[config.mk]
export PLATFORM = sky130hd
export DESIGN_NAME = axis_xor_v2
export DESIGN_NICKNAME = d
export VERILOG_FILES = /design/src/rtl/axis_xor_pkg.sv /design/src/rtl/axis_skid_reg.sv /design/src/rtl/axis_xor_v2.sv
export SDC_FILE = /design/constraint.sdc
export NUM_CORES = 2
export LEC_CHECK = 0
export ABC_AREA = 1
export BUFFER_PORTS_ARGS = -buffer_cell sky130_fd_sc_hd__buf_2
export CAP_MARGIN = 20
export CORE_AREA = 2 2 416 418
export CTS_BUF_LIST = sky130_fd_sc_hd__clkbuf_8
export DETAILED_ROUTE_END_ITERATION = 8
export DIE_AREA = 0 0 418 420
export PLACE_DENSITY_LB_ADDON = 0.15
export SKIP_LAST_GASP = 1
export SLEW_MARGIN = 40
export SYNTH_ARGS = -nofsm -noshare
export SYNTH_HDL_FRONTEND = slang
export SYNTH_SLANG_ARGS = --single-unit
[constraint.sdc]
create_clock -name aclk -period 1.8 [get_ports aclk]
set_input_delay 0.18 -clock aclk [delete_from_list [all_inputs] [get_ports aclk]]
set_output_delay 0.18 -clock aclk [all_outputs]
set_load 0.01 [all_outputs]
[src/rtl/axis_xor_pkg.sv]
// Shared types and the XOR reduction used by the axis_xor stream blocks.
// The reduction runs on a fixed maximum width; callers cast to their own WIDTH.
package axis_xor_pkg;

    localparam int unsigned MAX_W    = 1024;
    localparam int unsigned MAX_HALF = MAX_W / 2;

    typedef enum logic [1:0] {
        XOR_PAIR,
        XOR_FOLD,
        XOR_KEY,
        XOR_RSVD
    } xor_mode_e;

    typedef enum logic {
        IDLE,
        IN_PKT
    } pkt_state_e;

    // half is the caller's output width (WIDTH/2); bits above it stay zero.
    // The reserved mode folds, exactly like XOR_FOLD.
    function automatic logic [MAX_HALF-1:0] xor_reduce(
        input logic [MAX_W-1:0]    data,
        input xor_mode_e           mode,
        input logic [MAX_HALF-1:0] key,
        input int unsigned         half
    );
        logic [MAX_HALF-1:0] res;
        res = '0;
        for (int unsigned i = 0; i < MAX_HALF; i++) begin
            if (i < half) begin
                case (mode)
                    XOR_PAIR: res[i] = data[2*i] ^ data[2*i+1];
                    XOR_KEY:  res[i] = data[i] ^ key[i];
                    default:  res[i] = data[i] ^ data[i+half];
                endcase
            end
        end
        return res;
    endfunction

endpackage

[src/rtl/axis_skid_reg.sv]
// Two-entry AXIS register slice: registered output stage plus one skid entry.
// in_ready is registered and only drops once the skid entry is occupied.
module axis_skid_reg #(
    parameter int unsigned DATA_W = 8
) (
    input  logic              clk,
    input  logic              rst_n,
    input  logic [DATA_W-1:0] in_data,
    input  logic              in_valid,
    output logic              in_ready,
    output logic [DATA_W-1:0] out_data,
    output logic              out_valid,
    input  logic              out_ready
);

    logic [DATA_W-1:0] skid_data;
    logic              skid_valid;

    logic [DATA_W-1:0] out_data_d;
    logic              out_valid_d;
    logic [DATA_W-1:0] skid_data_d;
    logic              skid_valid_d;
    logic              in_fire;

    // Output stage refills from skid first; new beats only land in skid while the output stalls.
    always_comb begin
        out_data_d   = out_data;
        out_valid_d  = out_valid;
        skid_data_d  = skid_data;
        skid_valid_d = skid_valid;
        in_fire      = in_valid && in_ready;

        if (!out_valid || out_ready) begin
            if (skid_valid) begin
                out_data_d   = skid_data;
                out_valid_d  = 1'b1;
                skid_valid_d = 1'b0;
            end else begin
                out_valid_d = in_fire;
                if (in_fire) begin
                    out_data_d = in_data;
                end
            end
        end else if (in_fire) begin
            skid_data_d  = in_data;
            skid_valid_d = 1'b1;
        end
    end

    always_ff @(posedge clk or negedge rst_n) begin
        if (!rst_n) begin
            out_data   <= '0;
            out_valid  <= 1'b0;
            skid_data  <= '0;
            skid_valid <= 1'b0;
            in_ready   <= 1'b0;
        end else begin
            out_data   <= out_data_d;
            out_valid  <= out_valid_d;
            skid_data  <= skid_data_d;
            skid_valid <= skid_valid_d;
            in_ready   <= !skid_valid_d;
        end
    end

endmodule

[src/rtl/axis_xor_v2.sv]
// AXI-Stream XOR reducer: WIDTH-bit beats in, WIDTH/2-bit beats out, mode fixed per packet.
// Buffered by axis_skid_reg for full throughput; exposes beat/packet counters and a sticky mode error.
module axis_xor_v2 #(
    parameter int unsigned WIDTH = 512,
    parameter int unsigned CNT_W = 16
) (
    input  logic               aclk,
    input  logic               aresetn,
    input  logic [1:0]         mode,
    input  logic [WIDTH/2-1:0] key,
    input  logic [WIDTH-1:0]   slave_tdata,
    input  logic               slave_tvalid,
    output logic               slave_tready,
    input  logic               slave_tlast,
    output logic [WIDTH/2-1:0] master_tdata,
    output logic               master_tvalid,
    input  logic               master_tready,
    output logic               master_tlast,
    output logic [CNT_W-1:0]   beat_count,
    output logic [CNT_W-1:0]   pkt_count,
    output logic               mode_err
);
    import axis_xor_pkg::*;

    localparam int unsigned OUT_W = WIDTH / 2;

    if (WIDTH < 2 || (WIDTH % 2) != 0 || WIDTH > MAX_W) begin : g_bad_width
        $error("axis_xor_v2: WIDTH must be even, at least 2 and at most MAX_W");
    end

    pkt_state_e       state_q;
    pkt_state_e       state_d;
    xor_mode_e        mode_l;
    logic [OUT_W-1:0] key_l;
    xor_mode_e        mode_c;
    logic [OUT_W-1:0] key_c;
    logic [OUT_W-1:0] result_c;
    logic [OUT_W:0]   out_payload;
    logic             in_fire;
    logic             out_fire;

    assign in_fire  = slave_tvalid && slave_tready;
    assign out_fire = master_tvalid && master_tready;

    // First beat of a packet uses the live mode/key; later beats use the latched copies.
    always_comb begin
        state_d = state_q;
        mode_c  = mode_l;
        key_c   = key_l;
        if (state_q == IDLE) begin
            mode_c = xor_mode_e'(mode);
            key_c  = key;
        end
        if (in_fire) begin
            state_d = slave_tlast ? IDLE : IN_PKT;
        end
    end

    assign result_c = OUT_W'(xor_reduce(MAX_W'(slave_tdata), mode_c, MAX_HALF'(key_c), OUT_W));

    always_ff @(posedge aclk or negedge aresetn) begin
        if (!aresetn) begin
            state_q  <= IDLE;
            mode_l   <= XOR_PAIR;
            key_l    <= '0;
            mode_err <= 1'b0;
        end else begin
            state_q <= state_d;
            if (in_fire && state_q == IDLE) begin
                mode_l <= mode_c;
                key_l  <= key_c;
                if (mode_c == XOR_RSVD) begin
                    mode_err <= 1'b1;
                end
            end
        end
    end

    // Counters follow the output handshake, so they only see beats actually delivered.
    always_ff @(posedge aclk or negedge aresetn) begin
        if (!aresetn) begin
            beat_count <= '0;
            pkt_count  <= '0;
        end else if (out_fire) begin
            if (master_tlast) begin
                beat_count <= '0;
                pkt_count  <= pkt_count + CNT_W'(1);
            end else begin
                beat_count <= beat_count + CNT_W'(1);
            end
        end
    end

    axis_skid_reg #(
        .DATA_W (OUT_W + 1)
    ) u_skid (
        .clk       (aclk),
        .rst_n     (aresetn),
        .in_data   ({result_c, slave_tlast}),
        .in_valid  (slave_tvalid),
        .in_ready  (slave_tready),
        .out_data  (out_payload),
        .out_valid (master_tvalid),
        .out_ready (master_tready)
    );

    assign master_tdata = out_payload[OUT_W:1];
    assign master_tlast = out_payload[0];

endmodule

# == After elaboration in Yosys (flattened, before gate mapping) ==
# Index checks and enable logic that the tools add are counted.
# classes
n_reduce_logical,12
n_addsub,2
n_eq_ne,2
n_bitwise,770
n_mux,265
# ops
operator,count
1-bit XOR,768
257-bit two-way mux,2
1-bit case mux with 2 select lines,256
256-bit two-way mux,1
16-bit by 1-bit adder with 16-bit output (second input constant),2
16-bit two-way mux,1
2-bit AND reduction,4
2-bit == test (second input constant),2
1-bit two-way mux,4
1-bit logical AND,3
1-bit logical NOT,2
2-bit logical NOT,1
2-bit two-way mux,1
1-bit NOT,2
2-bit nonzero test,1
1-bit logical OR,1
# word_totals
input_bits,775
output_inout_bits,292
word_cells,1062
reg_bits,809

# == Longest topological paths before layout ==
# depth
word_depth,5
depth_mapped,13
mapped_depth_nobuf,11

# == Cells and area by module ==
# From an unflattened synthesis, not the netlist that was laid out.
# unflattened
cells_unflattened,7940
hier_area_um2,51003.9
# modules_own_cells
mod,area_per_inst_um2,seq_area_each_um2,cells_each,n_inst
axis_xor_v2,27918.0,7307.0,4902,1
axis_skid_reg,23085.9,12937.4,3038,1

# == Worst setup path after synthesis ==
# Ideal clock, no wire load.
# synth_path
path_kind,flip-flop to flip-flop
startpoint,register state_q
endpoint,register u_skid.out_data[139]
n_path_buf,3
stages_incl_launch_ff,10
period_less_slack_ps,1624
setup_ps,122
t_required_ps,1678
t_arrival_ps,1501
setup_slack_ps,176
path_cell_list,dfrtp_1 buf_4 nand2_1 o21ai_1 nor2_4 buf_2 clkbuf_1 o21ai_0 nand3_1 a21oi_1
# synth_between
elab_chain_cells,5
word_cells_on_any_way,8
classes_between,eq/ne: 1; mux: 5; bitwise: 1; reduce/logical: 1
# synth_rtl
element,line,text
"start, declared",axis_xor_v2.sv:31,pkt_state_e state_q;
"start signal, assigned",axis_xor_v2.sv:68,state_q <= state_d;
2-bit two-way mux or 256-bit two-way mux (tied branches),axis_xor_v2.sv:50,if (state_q == IDLE) begin
"2-bit == test, or another cell as far along",axis_xor_pkg.sv:32,case (mode)
1-bit case mux with 2 select lines *,axis_xor_pkg.sv:32,
257-bit two-way mux *,axis_skid_reg.sv:40,if (in_fire) begin
257-bit two-way mux *,axis_skid_reg.sv:34,if (skid_valid) begin
"end signal, assigned",axis_skid_reg.sv:58,out_data <= out_data_d;
"end, declared",axis_skid_reg.sv:11,"output logic [DATA_W-1:0] out_data,"
# Every way passes the cells marked *; elsewhere a longest branch is shown, timed or not. The select of a mux whose other input is x is not followed.
# A chain may end at the register's enable or synchronous reset.

# == Final worst setup path ==
# layout_path
startpoint,register state_q
endpoint,register u_skid.out_data[32]
# The elaborated chain is that of the path after synthesis.

==> impl_results.md <==
* Die X at 418 um
* Crit Path Max Fanout at 11
* Largest net degree at the start of global routing at 102
* Slowest-stage cell, CP: dfrtp_4
* Slew @ Worst Pin at 0.774 ns
* Slew headroom at 48.2%
* Clock network power share at 23.4%
* CTS sink count at 809
* Top cells by area, synth: dfrtp_1, nand2_1, nand3_1
* Critical Path End: u_skid.out_data[32]$_DFFE_PN0P_
* Mapped Nets at 8,071
* Reg2Reg Setup Slack at -0.38 ns
* Fmax at 0.459 GHz
* Net switching power at 36,900 uW
* Cell internal pwr at 50,600 uW
* Routed wire length at 306,000 um
* Worst path cell trace: buf_12 > o21ai_4 > nor2_4 > buf_12 > buf_16 > buf_12 > buf_4 > nand2_1 > nand3_1 > nand2_1 > nand2_1
* Post-synth EDFFs at 0
* RSZ-0062 raised after global routing: true
* Leak pwr at 0.0401 uW
* First-pass GRT wire length at 414,000 um
* Worst-path clk slew at 0.07 ns
* Die Y at 420 um
* Synth area leader: dfrtp_1
* Sequential Power Share at 33.7%
* Crit start category: flip-flop
* Port Buffers at 1,066
* Initial antenna violation count at 77
* CTS tree: done
* Final min period at 2.18 ns
* CP Class: flip-flop to flip-flop
* Starting Density at 28.2%
* Clock Latency Late Sink at 0.95 ns
* Mean Syn Cell Area at 6.61 sq um
* Drt via density at 5.09
* Total Power at 87,400 uW
* Core region area at 171,000 sq um
* Final ANT Viol Nets at 0
* FFs w/ async S/R, synth at 100%
* Synth top area share at 42.0%
* Final Setup Violations at 782
* Root Driver: clkbuf_8
* Commonest non-fill, non-tap cell in the layout: nand2_1
* Total CTS buffers at 165
* Sw frac at 42.2%
* Clk buf depth at 3
* Worst R2R End: u_skid.out_data[32]$_DFFE_PN0P_
* Global route overflow at 0
* Nets at 10,415
* Top delay family on crit path: buffers and inverters
* H-tree Lvls at 4
* Synth unique cells at 31
* Share of layout cells above drive strength 1 at 20.8%
* 1st-pass router iterations at 6
* Overall routing resource usage at 32.8%
* Sequential area share after synthesis at 42.0%
* Post-synthesis cell area at 48,200 sq um
* Status: finished with violations
* Slew Limit Fails at 0
* YS warnings at 0
* Worst path bufs/invs at 5
* Wire length per cell at 25.4 um
* Total number of vias at 61,325
* Final worst slack at -0.379 ns
* CP Data Arrival Time at 2.99 ns
* Row Count at 152
* Hold path depth at 4
* Max Cap Viol at 0
* Fin util at 44.3%
* Placer Congestion at 0.966
* Syn Inst Count at 7,294
* Final worst path period share at 121%
* Ys flop type: dfrtp_1
* Min-delay worst type: input pin to flip-flop
* R2R depth at 11
* Vias in the first global route at 57,493
* WP data required at 2.61 ns
* Share of total power in combinational logic at 42.9%
* Final clock skew at 0.0380 ns
* Hold Fails Final Rpt at 0
* Full die area at 176,000 sq um
* CP Launch Point: state_q$_DFFE_PN0P_
* Pwr Density at 1150 nW/um^2
* Worst path depth at 11
* Area Overhead vs Synth at 57.0%
* DR DRC count at 0
* Commonest cells after routing, fill and taps aside: nand2_1, nand3_1, buf_2
* Worst reg2reg path startpoint: state_q$_DFFE_PN0P_
* Initial DRC count at 6,210
* Detail Placement HPWL at 222,000 um
* Crit path largest cell delay at 0.53 ns
* Max VDD drop at 0.781 mV
* Crit end category: flip-flop
* Failing checks: setup timing
* IO Count at 1,067
* FF+latch count, synth at 809
-- logic make-up after synthesis --
group	synth area share, %
compound gates	7.84
xor+xnor	1.62
fa+ha+maj	0.0519
buf+inv	7.31
simple gates	41.2
flops	42.0
-- power groups by stage --
stage	clock network [uW]	registers, uW	logic, uW
finish	20500	29500	37500
global route	21600	30000	40400
CTS	20900	29300	35400
detailed placement	0	29600	32600
global placement	0	29500	32300
floorplan	0	29000	15100
-- worst min-delay path by stage --
stage / start / to
floorplan: aresetn / beat_count[0]$_DFFE_PN0P_
global placement: aresetn / u_skid.skid_data[148]$_DFFE_PN0P_
detailed placement: aresetn / u_skid.skid_data[148]$_DFFE_PN0P_
CTS: key[129] / key_l[129]$_DFFE_PN0P_
global route: key[245] / key_l[245]$_DFFE_PN0P_
finish: key[245] / key_l[245]$_DFFE_PN0P_
-- flip-flops by register name, summed over array words and instances (netlist names) --
signal	flops
state_q	1
u_skid.skid_data	257
mode_l	2
u_skid.skid_valid	1
u_skid.out_valid	1
beat_count	16
key_l	256
pkt_count	16
u_skid.in_ready	1
u_skid.out_data	257
mode_err	1
-- metrics by stage --
stage | setup TNS [ns] | cells | hold slack [ns] | instance area, sq um | setup slack [ns]
finish | -197.91 | 12042 | 0.0653 | 75700 | -0.379
global route | -276.68 | 12029 | 0.0373 | 75700 | -0.458
CTS | -216.61 | 11923 | 0.000784 | 73900 | -0.374
detailed placement | -217.58 | 10647 | 0.385 | 60000 | -0.625
global placement | -205.92 | 10647 | 0.387 | 60000 | -0.613
floorplan | 0 | 7294 | -0.116 | 48200 | 0.176
-- cell type report --
class                      instances  area, sq um
fill                           17439        95300
tap                             2233         2790
sequential                       809        20300
multi-input combinational       5624        25200
timing repair buffer            2600        22300
clock inverter                    66          408
antenna                           59          148
inverter                         438         1690
clock buffer                     213         2930
-- per-layer routing --
| metal | global-route usage [%] | routed length, um | vias to the layer above | share of wire [%] |
|---|---|---|---|---|
| li1 | - | - | 28203 | - |
| met1 | 41.6 | 125000 | 29138 | 41 |
| met2 | 50.3 | 134000 | 3052 | 44 |
| met3 | 6.18 | 22100 | 894 | 7.2 |
| met4 | 22.7 | 24600 | 38 | 8.0 |
| met5 | 0 | 244 | - | 0.080 |
-- what timing repair did --
item | CTS | global route
resized for setup | 96 | 165
hold endpoints to repair | 1610 | 0
gates cloned | 6 | 27
hold buffers | 976 | 0
endpoints found under the setup margin | 830 | 809
setup buffers | 15 | 35
pin swaps | 3 | 14
-- cells in the mapped netlist, types with 2 or more instances --
| master | number |
|---|---|
| a21oi_1 | 341 |
| a31oi_1 | 91 |
| buf_1 | 33 |
| buf_2 | 160 |
| buf_4 | 15 |
| buf_6 | 5 |
| clkbuf_1 | 210 |
| dfrtp_1 | 809 |
| ha_1 | 2 |
| inv_1 | 430 |
| inv_2 | 8 |
| nand2_1 | 2909 |
| nand2_2 | 4 |
| nand2_4 | 2 |
| nand3_1 | 1238 |
| nand3_2 | 10 |
| nand3b_1 | 34 |
| nand4_1 | 7 |
| nor2_1 | 580 |
| nor2_2 | 4 |
| nor2_4 | 2 |
| nor3_1 | 10 |
| o21ai_0 | 228 |
| o21ai_1 | 68 |
| xnor2_1 | 6 |
| xor2_1 | 83 |
-- tightest hold or removal path, cell delays in order --
cell and delay [ns]:
dlygate4sd3_1 0.54, buf_2 0.12, nand2_1 0.05, nand2_1 0.06
Note: power is estimated with default switching activity, not from simulation.
